<file path="src/rtl/cr_kme_word_packer.sv">
// cr_kme_word_packer: packs the 34-bit {sot, eot, word} KME command stream
// into 64-bit beats, tracks frame length and flags framing violations.
module cr_kme_word_packer #(
    parameter int unsigned LEN_W = 16
) (
    input  logic             clk,
    input  logic             rst_n,
    input  logic [33:0]      in_data,
    input  logic             in_valid,
    output logic             in_ack,
    output logic [63:0]      out_data,
    output logic             out_sot,
    output logic             out_eot,
    output logic             out_words,
    output logic [LEN_W-1:0] out_len,
    output logic             out_valid,
    input  logic             out_stall,
    output logic             frame_err,
    output logic [31:0]      frame_cnt
);

    typedef enum logic [1:0] {S_IDLE, S_EVEN, S_ODD} state_t;

    state_t             state_q, state_d;
    logic [31:0]        hold_q, hold_d;
    logic               hold_sot_q, hold_sot_d;
    logic [LEN_W-1:0]   len_q, len_d;
    logic [63:0]        out_data_q, out_data_d;
    logic               out_sot_q, out_sot_d;
    logic               out_eot_q, out_eot_d;
    logic               out_words_q, out_words_d;
    logic [LEN_W-1:0]   out_len_q, out_len_d;
    logic               out_valid_q, out_valid_d;
    logic               frame_err_q, frame_err_d;
    logic [31:0]        frame_cnt_q, frame_cnt_d;

    logic               in_sot, in_eot;
    logic [31:0]        in_word;
    logic               xfer, free, ack, load;
    logic [LEN_W-1:0]   len_inc;
    logic [63:0]        b_data;
    logic               b_sot, b_eot, b_words;
    logic [LEN_W-1:0]   b_len;

    assign in_sot  = in_data[33];
    assign in_eot  = in_data[32];
    assign in_word = in_data[31:0];
    assign xfer    = out_valid_q && !out_stall;
    assign free    = !out_valid_q || !out_stall;
    assign len_inc = (len_q == {LEN_W{1'b1}}) ? len_q : len_q + LEN_W'(1);
    assign in_ack  = ack;

    // Framing state machine: decides ack, held word, and beat to load.
    always_comb begin
        state_d    = state_q;
        hold_d     = hold_q;
        hold_sot_d = hold_sot_q;
        len_d      = len_q;
        ack        = 1'b0;
        load       = 1'b0;
        frame_err_d = 1'b0;
        b_data     = 64'h0;
        b_sot      = 1'b0;
        b_eot      = 1'b0;
        b_words    = 1'b0;
        b_len      = len_inc;
        if (in_valid) begin
            case (state_q)
                S_IDLE, S_EVEN: begin
                    if (in_sot) begin
                        if (in_eot) begin
                            if (free) begin
                                ack         = 1'b1;
                                load        = 1'b1;
                                b_data      = {32'h0, in_word};
                                b_sot       = 1'b1;
                                b_eot       = 1'b1;
                                b_len       = LEN_W'(1);
                                len_d       = LEN_W'(1);
                                state_d     = S_IDLE;
                                frame_err_d = (state_q == S_EVEN);
                            end
                        end else begin
                            ack         = 1'b1;
                            hold_d      = in_word;
                            hold_sot_d  = 1'b1;
                            len_d       = LEN_W'(1);
                            state_d     = S_ODD;
                            frame_err_d = (state_q == S_EVEN);
                        end
                    end else if (state_q == S_IDLE) begin
                        // Stray word outside a frame is dropped.
                        ack         = 1'b1;
                        frame_err_d = 1'b1;
                    end else if (in_eot) begin
                        if (free) begin
                            ack     = 1'b1;
                            load    = 1'b1;
                            b_data  = {32'h0, in_word};
                            b_eot   = 1'b1;
                            len_d   = len_inc;
                            state_d = S_IDLE;
                        end
                    end else begin
                        ack        = 1'b1;
                        hold_d     = in_word;
                        hold_sot_d = 1'b0;
                        len_d      = len_inc;
                        state_d    = S_ODD;
                    end
                end
                S_ODD: begin
                    if (free) begin
                        load = 1'b1;
                        if (!in_sot) begin
                            ack     = 1'b1;
                            b_data  = {in_word, hold_q};
                            b_sot   = hold_sot_q;
                            b_eot   = in_eot;
                            b_words = 1'b1;
                            len_d   = len_inc;
                            state_d = in_eot ? S_IDLE : S_EVEN;
                        end else begin
                            // Forced close of the held word; a new sot+eot word waits a cycle.
                            frame_err_d = 1'b1;
                            b_data      = {32'h0, hold_q};
                            b_sot       = hold_sot_q;
                            b_eot       = 1'b1;
                            b_len       = len_q;
                            if (in_eot) begin
                                state_d = S_IDLE;
                            end else begin
                                ack        = 1'b1;
                                hold_d     = in_word;
                                hold_sot_d = 1'b1;
                                len_d      = LEN_W'(1);
                                state_d    = S_ODD;
                            end
                        end
                    end
                end
                default: state_d = S_IDLE;
            endcase
        end
    end

    // Output register next-state and frame counter.
    always_comb begin
        out_data_d  = out_data_q;
        out_sot_d   = out_sot_q;
        out_eot_d   = out_eot_q;
        out_words_d = out_words_q;
        out_len_d   = out_len_q;
        out_valid_d = out_valid_q;
        frame_cnt_d = frame_cnt_q + 32'(xfer && out_eot_q);
        if (load) begin
            out_data_d  = b_data;
            out_sot_d   = b_sot;
            out_eot_d   = b_eot;
            out_words_d = b_words;
            out_len_d   = b_len;
            out_valid_d = 1'b1;
        end else if (xfer) begin
            out_valid_d = 1'b0;
        end
    end

    // State and output registers.
    always_ff @(posedge clk or negedge rst_n) begin
        if (!rst_n) begin
            state_q     <= S_IDLE;
            hold_q      <= 32'h0;
            hold_sot_q  <= 1'b0;
            len_q       <= '0;
            out_data_q  <= 64'h0;
            out_sot_q   <= 1'b0;
            out_eot_q   <= 1'b0;
            out_words_q <= 1'b0;
            out_len_q   <= '0;
            out_valid_q <= 1'b0;
            frame_err_q <= 1'b0;
            frame_cnt_q <= 32'h0;
        end else begin
            state_q     <= state_d;
            hold_q      <= hold_d;
            hold_sot_q  <= hold_sot_d;
            len_q       <= len_d;
            out_data_q  <= out_data_d;
            out_sot_q   <= out_sot_d;
            out_eot_q   <= out_eot_d;
            out_words_q <= out_words_d;
            out_len_q   <= out_len_d;
            out_valid_q <= out_valid_d;
            frame_err_q <= frame_err_d;
            frame_cnt_q <= frame_cnt_d;
        end
    end

    assign out_data  = out_data_q;
    assign out_sot   = out_sot_q;
    assign out_eot   = out_eot_q;
    assign out_words = out_words_q;
    assign out_len   = out_len_q;
    assign out_valid = out_valid_q;
    assign frame_err = frame_err_q;
    assign frame_cnt = frame_cnt_q;

endmodule

</file>
<file path="config.mk">
export PLATFORM = sky130hd
export DESIGN_NAME = cr_kme_word_packer
export DESIGN_NICKNAME = d
export VERILOG_FILES = /design/src/rtl/cr_kme_word_packer.sv
export SDC_FILE = /design/constraint.sdc
export NUM_CORES = 1
export LEC_CHECK = 0
export BUFFER_PORTS_ARGS = -buffer_cell sky130_fd_sc_hd__buf_4
export CORE_MARGIN = 3
export CORE_UTILIZATION = 55
export DETAILED_ROUTE_END_ITERATION = 12
export GPL_TIMING_DRIVEN = 0
export MAX_ROUTING_LAYER = met4
export PLACE_DENSITY_LB_ADDON = 0.1
export SKIP_CTS_REPAIR_TIMING = 1
export SLEW_MARGIN = 20
export SYNTH_ARGS = -nofsm -noshare
export SYNTH_HDL_FRONTEND = slang
export SYNTH_SLANG_ARGS = --single-unit
</file>
<file path="constraint.sdc">
create_clock -name clk -period 2.65 [get_ports clk]
set_clock_uncertainty 0.05 [all_clocks]
set_input_delay 0.53 -clock clk [delete_from_list [all_inputs] [get_ports clk]]
set_output_delay 0.53 -clock clk [all_outputs]
set_load 0.01 [all_outputs]
</file>
After elaboration in Yosys (flattened, before gate mapping)

Index checks and enable logic that the tools add are counted.

Bits in registers: 168
Input bits: 38
Output and inout port bits: 118
Logic and storage cells: 121

Add/subtract/negate cells: 2
Equal/unequal tests: 10
Mux-type cells: 84
Reduce and logical (&&, ||, !) cells: 13

Operators by type and width:

| operator                                                        | number |
|---|---|
| 64-bit 2-to-1 mux                                               | 6 |
| 16-bit 2-to-1 mux                                               | 16 |
| 32-bit 2-to-1 mux                                               | 6 |
| 64-bit one-hot mux with 2 select lines                          | 1 |
| 16-bit one-hot mux with 2 select lines                          | 2 |
| 32-bit one-hot mux with 2 select lines                          | 1 |
| 1-bit 2-to-1 mux                                                | 38 |
| 32-bit by 1-bit adder with 32-bit output                        | 1 |
| 16-bit by 1-bit adder with 16-bit output, second input constant | 1 |
| 16-bit == test, second input constant                           | 1 |
| 2-bit 2-to-1 mux                                                | 7 |
| 1-bit one-hot mux with 2 select lines                           | 6 |
| 3-bit != test, second input constant                            | 3 |
| 4-bit != test, second input constant                            | 2 |
| 7-bit AND reduction                                             | 1 |
| 6-bit AND reduction                                             | 1 |
| 5-bit AND reduction                                             | 1 |
| 2-bit != test, second input constant                            | 2 |
| 2-bit one-hot mux with 2 select lines                           | 1 |
| 2-bit nonzero test                                              | 2 |
| 3-bit AND reduction                                             | 1 |
| 2-bit by 1-bit == test with 1-bit output, second input constant | 1 |
| 2-bit == test, second input constant                            | 1 |
| 1-bit logical AND                                               | 2 |
| 4 further kinds                                                 | 5 |

Longest topological paths before layout

Gate-level depths: netlist of the first run.

Word-level depth: 9
Depth in mapped cells: 9
Gate-level depth less buffers: 8

Worst setup path after synthesis of the first run

OpenSTA, ideal clock, no wires.

Kind: in2reg
From: input out_stall
To: register frame_cnt_q[20], in the netlist frame_cnt[20]
Library setup time: 0.125 ns
Arrival: 2.079 ns
Data required time: 2.475 ns
Slack: 0.396 ns
Stages: 8
Path buffers: 1
Cell sequence: buf_2 nor2_1 ha_1 ha_1 and4_1 nor3b_2 nand4_1 xnor2_1

Word-level cells in the longest chain between the ends: 4

RTL lines:

| element                                  | RTL line | text |
|---|---|---|
| start: declaration                       | 17       | `input logic out_stall,` |
| 1-bit logical NOT                        | 48       | `assign xfer = out_valid_q && !out_stall;` |
| 1-bit logical AND                        | 48       |  |
| 1-bit logical AND                        | 155      | `frame_cnt_d = frame_cnt_q + 32'(xfer && out_eot_q);` |
| 32-bit by 1-bit adder with 32-bit output | 155      |  |
| net frame_cnt_d[20]                      | 35       | `logic [31:0] frame_cnt_q, frame_cnt_d;` |
| end signal: assignment                   | 195      | `frame_cnt_q <= frame_cnt_d;` |
| end: declaration                         | 35       |  |

The timed path passes the listed nets, and every way through them passes these cells.
A chain may end at the register's enable or synchronous reset.

Final worst setup path of the first run

From: register len_q[1]
To: register out_len_q[5], in the netlist out_len[5]

Word-level cells in the longest chain between the ends: 7
Elaborated cells between the ends (all ways): 10

RTL lines:

| element                                                                    | RTL line | text |
|---|---|---|
| start: declaration                                                         | 27       | `logic [LEN_W-1:0] len_q, len_d;` |
| start signal: assignment                                                   | 187      | `len_q <= len_d;` |
| 16-bit by 1-bit adder with 16-bit output or 16-bit == test (tied branches) | 50       | `assign len_inc = (len_q == {LEN_W{1'b1}}) ? len_q : len_q + LEN_W'(1);` |
| 16-bit 2-to-1 mux *                                                        | 50       |  |
| 16-bit 2-to-1 mux                                                          | 72       | `if (free) begin` |
| 16-bit 2-to-1 mux                                                          | 71       | `if (in_eot) begin` |
| 16-bit 2-to-1 mux                                                          | 70       | `if (in_sot) begin` |
| 16-bit one-hot mux with 2 select lines                                     | 68       | `case (state_q)` |
| 16-bit 2-to-1 mux *                                                        | 67       | `if (in_valid) begin` |
| end signal: assignment                                                     | 192      | `out_len_q <= out_len_d;` |
| end: declaration                                                           | 32       | `logic [LEN_W-1:0] out_len_q, out_len_d;` |

Mark *: on every way between the ends. The rest lies on a longest branch, timed or not.

==> summary.md, run 1 <==
| Metric | Value |
|---|---|
| Outcome | `finished with violations` |
| Violations in the final reports | `hold timing` |
| DR iter-0 viols | `688` |
| Clock root buffer master | `sky130_fd_sc_hd__clkbuf_16` |
| Max VDD drop | `576.3 uV` |
| CTS tree | `done` |
| Initial antenna violation count | `0` |
| Setup WS post-layout | `about 0.18 ns` |
| Via count | `between 6,000 and 7,000` |
| Number of vias per cell after detailed routing | `6.266` |
| Number of warning messages in the yosys log | `0` |
| Part of the power in registers | `42.4%` |
| Sw frac | `between 30% and 40%` |
| Unrepaired setup endpoints after global routing | `no` |
| Pre-CTS setup slack | `-0.02152 ns` |
| Chip width | `between 100 and 150 um` |
| Longest Clk Path Bufs | `2` |
| Most used routing layer | `met2` |
| Final critical-path share of the clock period | `93.32%` |
| Delay-heaviest family, CP | `simple AND/OR/NAND/NOR gates` |
| Seq/Total Area, Yosys | `53.42%` |
| Net count after synthesis | `719` |
| Area grow syn2layout | `25.44%` |
| Number of instances in the synthesized netlist | `678` |
| Wire length per cell after detailed routing | `20.78 um` |
| Internal power | `5.633 mW` |
| Overall track demand over capacity in global routing | `28.92%` |
| Global-route wire length before repair | `35,890 um` |
| Critical path buffers and inverters | `1` |
| Total net switching power | `2.612 mW` |
| Register bit total from synthesis | `168` |
| Data required time at the worst endpoint | `2.93 ns` |
| Clock share of power | `approximately 30%` |
| Class of the tightest hold or removal check | `in -> async` |
| Grt met1 use | `around two fifths` |
| Ordered list of cells on the worst path | `ha_1 -> nand4_2 -> nor4_2 -> buf_4 -> nor4_1 -> o31ai_1` |
| Final setup TNS | `0 ns` |
| Clk slew on worst S/H paths | `around 0.070 ns` |
| Pins Over Slew Limit | `0` |
| PwrDens | `835.2 nW/um^2` |
| Slew HR | `34.49%` |
| Async SR Flop Fraction | `100.0%` |
| Fraction of layout cells with a size suffix above 1 | `32.68%` |
| Mapped Area | `7870 um^2` |
| Part of the total power dissipated in combinational logic | `27.3%` |
| Post-synthesis mux area share | `5.087%` |
| Vias in the first global route | `6,665` |
| Global routing usage on met3 | `5.301%` |
| TritonCTS buffer count | `17` |
| Critical path arrival | `about 2.8 ns` |
| Worst Hold Slack | `-0.02895 ns` |
| Final hold violation count | `18` |
| Final ANT Viol Nets | `0` |
| Worst setup SP type | `flop` |
| Most frequent standard cell in the layout excluding fill and tap cells | `sky130_fd_sc_hd__dfrtp_1` |
| Design area | `9872 um^2` |
| Max_cap viols | `0` |
| DRC violation count after routing | `0` |
| Mean area per synthesized cell | `11.61 um^2` |
| Nets@finish | `891` |
| Largest net degree at the start of global routing | `approximately 110` |
| CORE AREA | `13,930 um^2` |
| Type of element capturing the critical path | `flop` |
| Area of the die | `15,780 um^2` |
| Number of input and output port buffers inserted | `about 150` |
| Dominant register cell in the synthesized netlist | `sky130_fd_sc_hd__dfrtp_1` |
| Dominant combinational cell family by area after synthesis | `compound AO/OA/AOI/OAI gates` |
| Placement-stage cell area | `9279 um^2` |
| Largest stage delay on the critical path | `0.61 ns` |
| H-Tree Level Count | `4` |
| Largest fanout on the critical path | `10` |
| Leading cell types in the layout, fill and taps excluded | `sky130_fd_sc_hd__dfrtp_1 (168), sky130_fd_sc_hd__buf_4 (159), sky130_fd_sc_hd__a22o_1 (99), sky130_fd_sc_hd__nand2_1 (39), sky130_fd_sc_hd__mux2_2 (32)` |
| Fmax | `between 400 and 500 MHz` |
| Post-layout power | `approximately 8.2 mW` |
| Total half-perimeter wirelength after legalization and detailed placement | `between 10,000 and 15,000 um` |
| GR Overflow Total | `0` |
| Xor/xnor share of the synthesized area | `under 10%` |
| Number of placement rows | `43` |
| Final Setup Violations | `0` |
| Share of synthesized cell area in and, or, nand and nor gates | `12.85%` |
| Die H | `about 130 um` |
| Inserted Diodes | `0` |
| Top Ports | `156` |
| Critical-path cell with the highest stage delay | `sky130_fd_sc_hd__nor4_2` |
| Standby leakage power | `~4.6 nW` |
| Worst skew pair latency | `0.43 ns` |
| Fraction of the mapped netlist area in compound gates | `20.37%` |
| Initial DRT Pass Iterations | `5` |
| Detailed-route wire length | `21,670 um` |
| Final critical-path required period | `2.473 ns` |
| Unique masters post-synth | `78` |
| Placer Congestion | `0.9336` |
| Number of enable flip-flop cells after synthesis | `0` |
| Clock sink count | `168` |
| Global routing met2 resource utilization | `46.04%` |
| Post-Route Utilization | `70.84%` |
| Critical path start-end classification | `reg -> reg` |
| Starting density of the core | `56.48%` |
| Post-Synth Adder-Cell Area | `less than 1%` |
| Measured slew at the worst slew-check pin | `0.9826 ns` |
## area by class of cell
class                      instances  area [um^2]
sequential                       168         4204
fill                            1026         4063
multi-input combinational        443         3321
timing repair buffer             154         1184
clock buffer                      17        425.4
buffer                            57        314.1
tap                              180        225.2
clock inverter                    15        165.2
inverter                           9        33.78
## through the flow
step / cells / hold slack, ns
floorplan: 678 / 0.1844
global placement: 1011 / 0.4130
detailed placement: 1012 / 0.4207
CTS: 1044 / -0.006303
global route: 1043 / 0.01346
finish: 1043 / -0.02895
## metal layers
metal / share of wire (%) / vias up
met4: 1.9 / 0
met1: 42 / 3330
met2: 50 / 257
li1: - / 2917
met5: 0 / -
met3: 5.9 / 31
## worst paths after layout
check | cells after the start | end | startpoint | slack, ns
worst max register to register | 6 | out_len[5]$_DFFE_PN0P_ | len_q[1]$_DFFE_PN0P_ | 0.18
max in group asynchronous | 2 | hold_q[0]$_DFFE_PN0P_ | rst_n | 1.70
worst min-delay path | 1 | frame_cnt[22]$_DFF_PN0_ | rst_n | -0.03
min in group clk | 2 | out_data[43]$_DFFE_PN0P_ | in_data[11] | 0.28
worst min register to register | 2 | out_len[6]$_DFFE_PN0P_ | out_len[6]$_DFFE_PN0P_ | 0.44
worst max-delay path | 6 | out_len[5]$_DFFE_PN0P_ | len_q[1]$_DFFE_PN0P_ | 0.18
## synth_stat cells, drive strengths merged, types with 10 or more instances
master | n | area [um^2]
a22o | 99 | 867.1
o21ai | 12 | 60.05
clkbuf | 18 | 70.07
nand2 | 39 | 146.4
xnor2 | 26 | 227.7
dfrtp | 168 | 4204
nor2 | 24 | 90.09
a21oi | 23 | 122.6
nand4 | 21 | 152.6
nor3 | 10 | 66.32
buf | 40 | 247.7
nand3 | 29 | 150.1
mux2 | 32 | 360.4
## registers in the layout (all words and copies together) (netlist names)
name        cells
out_data       64
state_q         2
out_len        16
out_valid       1
out_eot         1
hold_sot_q      1
out_sot         1
frame_err       1
len_q          16
out_words       1
hold_q         32
frame_cnt      32
## power by group through the flow
stage	registers [mW]	clock network (mW)	logic, mW
final	3.49	2.50	2.25
after global routing	3.55	2.65	2.43
after CTS	3.48	2.53	2.26
after detailed placement	3.51	0	2.26
after global placement	3.49	0	2.19
after floorplan	3.61	0	1.06
## cells by family (layout without fill, tap and decap cells)
family / after synthesis / in the layout
buffers and inverters: 67 / 252
XOR/XNOR: 30 / 30
adder cells (fa/ha/maj): 3 / 3
multiplexers: 36 / 36
AND/OR/NAND/NOR: 178 / 178
AO/OA/AOI/OAI: 196 / 196
flip-flops: 168 / 168
(Power assumes the default switching activity.)
==> inputs of run 2 (changes only) <==
--- a/config.mk
+++ b/config.mk
@@ -6,7 +6,6 @@
 export NUM_CORES = 1
 export LEC_CHECK = 0
 export BUFFER_PORTS_ARGS = -buffer_cell sky130_fd_sc_hd__buf_4
-export CORE_MARGIN = 3
 export CORE_UTILIZATION = 55
 export DETAILED_ROUTE_END_ITERATION = 12
 export GPL_TIMING_DRIVEN = 0
==> summary.md, run 2 (synthesis gave the netlist of run 1 again) <==
| Metric | Value |
|---|---|
| Outcome | `finished clean (was finished with violations)` |
| Max reg flops | `64 (unchanged)` |
| Part of the total power dissipated in combinational logic | `26.6% (was 27.3%)` |
| Part of the power in registers | `41.4% (was 42.4%)` |
| Final setup TNS | `0 ns (unchanged)` |
| Fmax | `396.3 MHz (was 404.4 MHz)` |
| GR Overflow Total | `0 (unchanged)` |
| Placer Congestion | `0.9046 (was 0.9336)` |
| Worst setup SP type | `flop (unchanged)` |
| Number of input and output port buffers inserted | `153 (unchanged)` |
| Global-route wire length before repair | `33,870 um (was 35,890 um)` |
| Placement-stage cell area | `9279 um^2 (unchanged)` |
| Startpoint of the most critical register-to-register path | `out_valid$_DFFE_PN0P_ (was len_q[1]$_DFFE_PN0P_)` |
| Top Ports | `156 (unchanged)` |
| DR iter-0 viols | `605 (was 688)` |
| Internal power | `5.847 mW (was 5.633 mW)` |
| Type of element capturing the critical path | `primary output (was flop)` |
| Endpoint of the worst-slack reg-to-reg timing path | `frame_cnt[26]$_DFF_PN0_ (was out_len[5]$_DFFE_PN0P_)` |
| Unrepaired setup endpoints after global routing | `no (unchanged)` |
| Clock sink count | `168 (unchanged)` |
| DRC violation count after routing | `0 (unchanged)` |
| Max VDD drop | `641.1 uV (was 576.3 uV)` |
| Pins Over Slew Limit | `0 (unchanged)` |
| Critical path arrival | `1.94 ns (was 2.75 ns)` |
| Worst reg2reg setup slack | `0.24 ns (was 0.18 ns)` |
| Largest net degree at the start of global routing | `102 (was 106)` |
| Clk slew on worst S/H paths | `0.07 ns (about the same)` |
| Final critical-path required period | `2.523 ns (was 2.473 ns)` |
| Number of vias per cell after detailed routing | `6.270 (was 6.266)` |
| Final Setup Violations | `0 (unchanged)` |
| Total half-perimeter wirelength after legalization and detailed placement | `14,430 um (was 14,830 um)` |
| CTS tree | `done (unchanged)` |
| Worst skew pair latency | `0.42 ns (was 0.43 ns)` |
| Initial antenna violation count | `1 (was 0)` |
| Chip width | `121.6 um (was 125.6 um)` |
| Worst R2R Path Depth | `9 (was 6)` |
| Final hold violation count | `0 (was 18)` |
| Area of the die | `14,790 um^2 (was 15,780 um^2)` |
| Design area | `9921 um^2 (was 9872 um^2)` |
| Fraction of layout cells with a size suffix above 1 | `32.41% (was 32.68%)` |
| Nets@finish | `892 (was 891)` |
| Total net switching power | `2.582 mW (was 2.612 mW)` |
| Post-layout power | `8.429 mW (was 8.245 mW)` |
| PwrDens | `849.6 nW/um^2 (was 835.2 nW/um^2)` |
| Most frequent standard cell in the layout excluding fill and tap cells | `sky130_fd_sc_hd__dfrtp_1 (unchanged)` |
| Via count | `6,552 (was 6,535)` |
| Class of the tightest hold or removal check | `in -> async (unchanged)` |
| Wire length per cell after detailed routing | `20.45 um (was 20.78 um)` |
| H-Tree Level Count | `4 (unchanged)` |
| Starting density of the core | `56.48% (unchanged)` |
| Die H | `121.6 um (was 125.6 um)` |
| Clock root buffer master | `sky130_fd_sc_hd__clkbuf_16 (unchanged)` |
| Measured slew at the worst slew-check pin | `0.9673 ns (was 0.9826 ns)` |
| Area grow syn2layout | `26.06% (was 25.44%)` |
| CORE AREA | `13,930 um^2 (unchanged)` |
| Data required time at the worst endpoint | `2.07 ns (was 2.93 ns)` |
| Leading cell types in the layout, fill and taps excluded | `sky130_fd_sc_hd__dfrtp_1 (168), sky130_fd_sc_hd__buf_4 (159), sky130_fd_sc_hd__a22o_1 (99), sky130_fd_sc_hd__nand2_1 (39), sky130_fd_sc_hd__mux2_2 (32) (unchanged)` |
| Worst Hold Slack | `0.004253 ns (was -0.02895 ns)` |
| Slew HR | `35.51% (was 34.49%)` |
| Largest fanout on the critical path | `10 (unchanged)` |
| Sw frac | `30.64% (was 31.68%)` |
| Number of placement rows | `43 (unchanged)` |
| TritonCTS buffer count | `17 (unchanged)` |
| Standby leakage power | `4.653 nW (was 4.631 nW)` |
| Final critical-path share of the clock period | `95.23% (was 93.32%)` |
| Final ANT Viol Nets | `0 (unchanged)` |
| Clock share of power | `32.0% (was 30.3%)` |
| Initial DRT Pass Iterations | `6 (was 5)` |
| Longest Clk Path Bufs | `2 (unchanged)` |
| Detailed-route wire length | `21,370 um (was 21,670 um)` |
| Max_cap viols | `0 (unchanged)` |
| Vias in the first global route | `6,366 (was 6,665)` |
| Critical path start-end classification | `reg -> out (was reg -> reg)` |
| Overall track demand over capacity in global routing | `30.80% (was 28.92%)` |
==> run 2: worst max-delay path by stage <==
stage	startpoint	endpoint	slack [ns]	depth (start not counted)
after floorplan	out_stall	frame_cnt[20]$_DFF_PN0_	0.40	8
after global placement	out_stall	frame_cnt[20]$_DFF_PN0_	0.05	8
after detailed placement	out_stall	frame_cnt[26]$_DFF_PN0_	0.01	8
after CTS	out_valid$_DFFE_PN0P_	frame_cnt[26]$_DFF_PN0_	0.07	9
after global routing	state_q[1]$_DFFE_PN0P_	in_ack	0.03	7
final	state_q[1]$_DFFE_PN0P_	in_ack	0.13	7
==> run 2: power by group through the flow <==
| stage | sequential [mW] | clock [mW] | combinational, mW |
|---|---|---|---|
| 6_report | 3.49 | 2.70 | 2.25 |
| 3_3_place_gp | 3.49 | 0 | 2.18 |
| 5_1_grt | 3.55 | 2.81 | 2.41 |
| 2_1_floorplan | 3.61 | 0 | 1.06 |
| 4_1_cts | 3.48 | 2.72 | 2.25 |
| 3_5_place_dp | 3.51 | 0 | 2.24 |
==> run 2: through the flow <==
stage	utilization, %	instances	setup slack [ns]
6_report	71.20	1045	0.1265
5_1_grt	71.20	1045	0.02769
4_1_cts	71.13	1044	0.06793
3_5_place_dp	66.59	1012	0.01018
3_3_place_gp	66.34	1011	0.04524
2_1_floorplan	-	678	0.3959
==> run 2: final cells by class <==
class | instances | area [um^2]
clock inverters | 12 | 186.4
flip-flops and latches | 168 | 4204
clock buffers | 20 | 446.7
well taps | 180 | 225.2
repair buffers | 154 | 1184
fillers | 1007 | 4014
inverters | 9 | 33.78
plain buffers | 58 | 317.8
diodes | 1 | 2.502
multi-input cells | 443 | 3321
==> run 2: worst max-delay path: stages (launching register included) <==
cell and delay (ns):
sky130_fd_sc_hd__dfrtp_1 0.36, sky130_fd_sc_hd__buf_6 0.14, sky130_fd_sc_hd__clkbuf_1 0.35, sky130_fd_sc_hd__nand3_1 0.13, sky130_fd_sc_hd__nand2_1 0.09, sky130_fd_sc_hd__o221ai_1 0.10
sky130_fd_sc_hd__and2_1 0.19, sky130_fd_sc_hd__buf_4 0.14
==> run 2: layer usage <==
layer	GRT usage [%]	part of all wire [%]	vias to the layer above
met5	-	0	-
met4	10.65	1.8	0
met3	6.695	6.7	30
met2	48.58	49	280
met1	39.41	42	3320
li1	-	-	2922
==> inputs of run 3 (changes only) <==
--- a/config.mk
+++ b/config.mk
@@ -6,11 +6,11 @@
 export NUM_CORES = 1
 export LEC_CHECK = 0
 export BUFFER_PORTS_ARGS = -buffer_cell sky130_fd_sc_hd__buf_4
-export CORE_UTILIZATION = 55
+export CORE_UTILIZATION = 60
 export DETAILED_ROUTE_END_ITERATION = 12
 export GPL_TIMING_DRIVEN = 0
 export MAX_ROUTING_LAYER = met4
-export PLACE_DENSITY_LB_ADDON = 0.1
+export PLACE_DENSITY = 0.9
 export SKIP_CTS_REPAIR_TIMING = 1
 export SLEW_MARGIN = 20
 export SYNTH_ARGS = -nofsm -noshare
==> constraint.sdc (replaced) <==
create_clock -name clk -period 3.21 [get_ports clk]
set_clock_uncertainty 0.05 [all_clocks]
set_input_delay 0.642 -clock clk [delete_from_list [all_inputs] [get_ports clk]]
set_output_delay 0.642 -clock clk [all_outputs]
set_load 0.01 [all_outputs]
==> summary.md, run 3 (synthesis gave the netlist of run 1 again) <==
| Metric | Value |
|---|---|
| Inserted Diodes | `0 (was 1)` |
| Critical path start-end classification | `reg -> out (unchanged)` |
| Worst skew pair latency | `0.43 ns (was 0.42 ns)` |
| Max VDD drop | `545.7 uV (was 641.1 uV)` |
| Worst setup SP type | `flop (unchanged)` |
| Wire length per cell after detailed routing | `21.68 um (was 20.45 um)` |
| Number of vias per cell after detailed routing | `6.481 (was 6.270)` |
| Starting density of the core | `61.86% (was 56.48%)` |
| Final critical-path required period | `2.638 ns` |
| Data required time at the worst endpoint | `2.52 ns (was 2.07 ns)` |
| Post-Route Utilization | `77.42% (was 71.20%)` |
| Filler cells | `837 (was 1,007)` |
| Max_cap viols | `0 (unchanged)` |
| Type of element capturing the critical path | `primary output (unchanged)` |
| Via count | `6,701 (was 6,552)` |
| Critical path buffers and inverters | `3 (unchanged)` |
| Placement-stage cell area | `9269 um^2 (was 9279 um^2)` |
| Final hold violation count | `0 (unchanged)` |
| Fraction of layout cells with a size suffix above 1 | `32.48% (was 32.41%)` |
| Final critical-path share of the clock period | `82.18%` |
| Delay-heaviest family, CP | `buffers and inverters (unchanged)` |
| Leading cell types in the layout, fill and taps excluded | `sky130_fd_sc_hd__dfrtp_1 (168), sky130_fd_sc_hd__buf_4 (159), sky130_fd_sc_hd__a22o_1 (99), sky130_fd_sc_hd__nand2_1 (39), sky130_fd_sc_hd__mux2_2 (32) (unchanged)` |
| Placer Congestion | `0.9116 (was 0.9046)` |
| Max reg flops | `64 (unchanged)` |
| Setup WS post-layout | `0.5721 ns (was 0.1265 ns)` |
| Fmax | `379.1 MHz` |
| Clk slew on worst S/H paths | `0.07 ns (about the same)` |
| Most frequent standard cell in the layout excluding fill and tap cells | `sky130_fd_sc_hd__dfrtp_1 (unchanged)` |
| Area grow syn2layout | `25.15% (was 26.06%)` |
| GR Overflow Total | `0 (unchanged)` |
| Total half-perimeter wirelength after legalization and detailed placement | `14,900 um (was 14,430 um)` |
| Die H | `116.5 um (was 121.6 um)` |
| Pins Over Slew Limit | `0 (unchanged)` |
| Class of the tightest hold or removal check | `in -> async (unchanged)` |
| Largest stage delay on the critical path | `0.37 ns (was 0.36 ns)` |
| Detailed-route wire length | `22,420 um (was 21,370 um)` |
| Longest Clk Path Bufs | `2 (unchanged)` |
| Nets@finish | `892 (unchanged)` |
| Ordered list of cells on the worst path | `buf_6 -> clkbuf_1 -> nand3_1 -> nand2_1 -> o221ai_1 -> and2_1 -> buf_4 (unchanged)` |
| Measured slew at the worst slew-check pin | `0.9346 ns (was 0.9673 ns)` |
| Overall track demand over capacity in global routing | `35.75% (was 30.80%)` |
| Final ANT Viol Nets | `0 (unchanged)` |
| Final Setup Violations | `0 (unchanged)` |
| Area of the die | `13,580 um^2 (was 14,790 um^2)` |
| Clock sink count | `168 (unchanged)` |
| Global-route wire length before repair | `35,380 um (was 33,870 um)` |
| Final setup TNS | `0 ns (unchanged)` |
| Unrepaired setup endpoints after global routing | `no (unchanged)` |
| Vias in the first global route | `6,616 (was 6,366)` |
| Critical path arrival | `1.95 ns (was 1.94 ns)` |
| Standby leakage power | `4.615 nW (was 4.653 nW)` |
| DR iter-0 viols | `641 (was 605)` |
| CTS tree | `done (unchanged)` |
| Initial DRT Pass Iterations | `7 (was 6)` |
| TritonCTS buffer count | `17 (unchanged)` |
| DRC violation count after routing | `0 (unchanged)` |
| H-Tree Level Count | `4 (unchanged)` |
| Top Ports | `156 (unchanged)` |
| Slew HR | `37.69% (was 35.51%)` |
| CORE AREA | `12,720 um^2 (was 13,930 um^2)` |
| Largest fanout on the critical path | `10 (unchanged)` |
| Initial antenna violation count | `0 (was 1)` |
| PwrDens | `695.2 nW/um^2 (was 849.6 nW/um^2)` |
| Number of input and output port buffers inserted | `153 (unchanged)` |
| Design area | `9849 um^2 (was 9921 um^2)` |
| Pre-CTS setup slack | `0.4958 ns (was 0.01018 ns)` |
| Number of placement rows | `41 (was 43)` |
| Outcome | `finished clean (unchanged)` |
| Largest net degree at the start of global routing | `102 (unchanged)` |
| Chip width | `116.5 um (was 121.6 um)` |
| Post-layout power | `6.847 mW (was 8.429 mW)` |
| Clock root buffer master | `sky130_fd_sc_hd__clkbuf_16 (unchanged)` |
| Critical-path cell with the highest stage delay | `sky130_fd_sc_hd__clkbuf_1 (was sky130_fd_sc_hd__dfrtp_1)` |
## run 3: cell types whose count changed in the layout (fill, tap and decap cells not counted)
cell	delta
sky130_fd_sc_hd__clkinv_4	+1
sky130_fd_sc_hd__clkinvlp_4	-1
sky130_fd_sc_hd__clkinv_2	+1
sky130_fd_sc_hd__inv_6	+1
sky130_fd_sc_hd__bufinv_16	-2
sky130_fd_sc_hd__diode_2	-1
sky130_fd_sc_hd__nor3b_2	+1
sky130_fd_sc_hd__clkbuf_1	-2
sky130_fd_sc_hd__nor3b_4	-1
## run 3: power by group
part | total [mW] | switching, mW | internal (mW)
Clock | 2.06 | 0.886 | 1.17
Sequential | 2.90 | 0.332 | 2.57
Combinational | 1.89 | 0.965 | 0.920
Total | 6.85 | 2.18 | 4.66
## run 3: per-stage QoR
stage	std cells	hold WS, ns
floorplan	678	0.2964
global placement	1003	0.4176
detailed placement	1004	0.4245
CTS	1034	0.2513
global route	1034	0.2806
finish	1034	0.2169
## run 3: path summary, 6_finish.rpt
check                                   startpoint                  endpoint  slack [ns]  cells past startpoint
max in group asynchronous                    rst_n  out_data[31]$_DFFE_PN0P_        2.11                      2
min                                          rst_n   frame_cnt[31]$_DFF_PN0_        0.22                      1
min in group clk                       in_data[21]  out_data[53]$_DFFE_PN0P_        0.40                      2
min reg2reg                frame_cnt[31]$_DFF_PN0_   frame_cnt[31]$_DFF_PN0_        0.43                      1
max reg2reg                  out_valid$_DFFE_PN0P_   frame_cnt[28]$_DFF_PN0_        0.68                      9
max                         state_q[1]$_DFFE_PN0P_                    in_ack        0.57                      7
## run 3: layout make-up
cell class	count	area [um^2]	share of cell area [%]
plain buffers	58	317.8	3.227
clock buffers	18	439.2	4.459
inverters	9	33.78	0.3430
flip-flops and latches	168	4204	42.68
well taps	172	215.2	2.185
multi-input cells	443	3314	33.65
repair buffers	154	1184	12.02
clock inverters	12	141.4	1.435
## run 3: worst register-to-register path, stage by stage (launching register included)
cell	delay [ns]
sky130_fd_sc_hd__dfrtp_1	0.35
sky130_fd_sc_hd__buf_2	0.19
sky130_fd_sc_hd__nand2_1	0.06
sky130_fd_sc_hd__nor2_1	0.09
sky130_fd_sc_hd__ha_1	0.20
sky130_fd_sc_hd__ha_1	0.21
sky130_fd_sc_hd__and4_1	0.29
sky130_fd_sc_hd__nor3b_2	0.60
sky130_fd_sc_hd__nand3_1	0.19
sky130_fd_sc_hd__xnor2_1	0.18
## run 3: per-layer routing
layer	vias to the layer above	share of wire (%)	GRT usage [%]
met2	364	50	57.71
met3	59	8.2	8.563
met1	3358	39	43.78
met4	0	2.9	13.59
li1	2920	-	-
met5	-	0	-
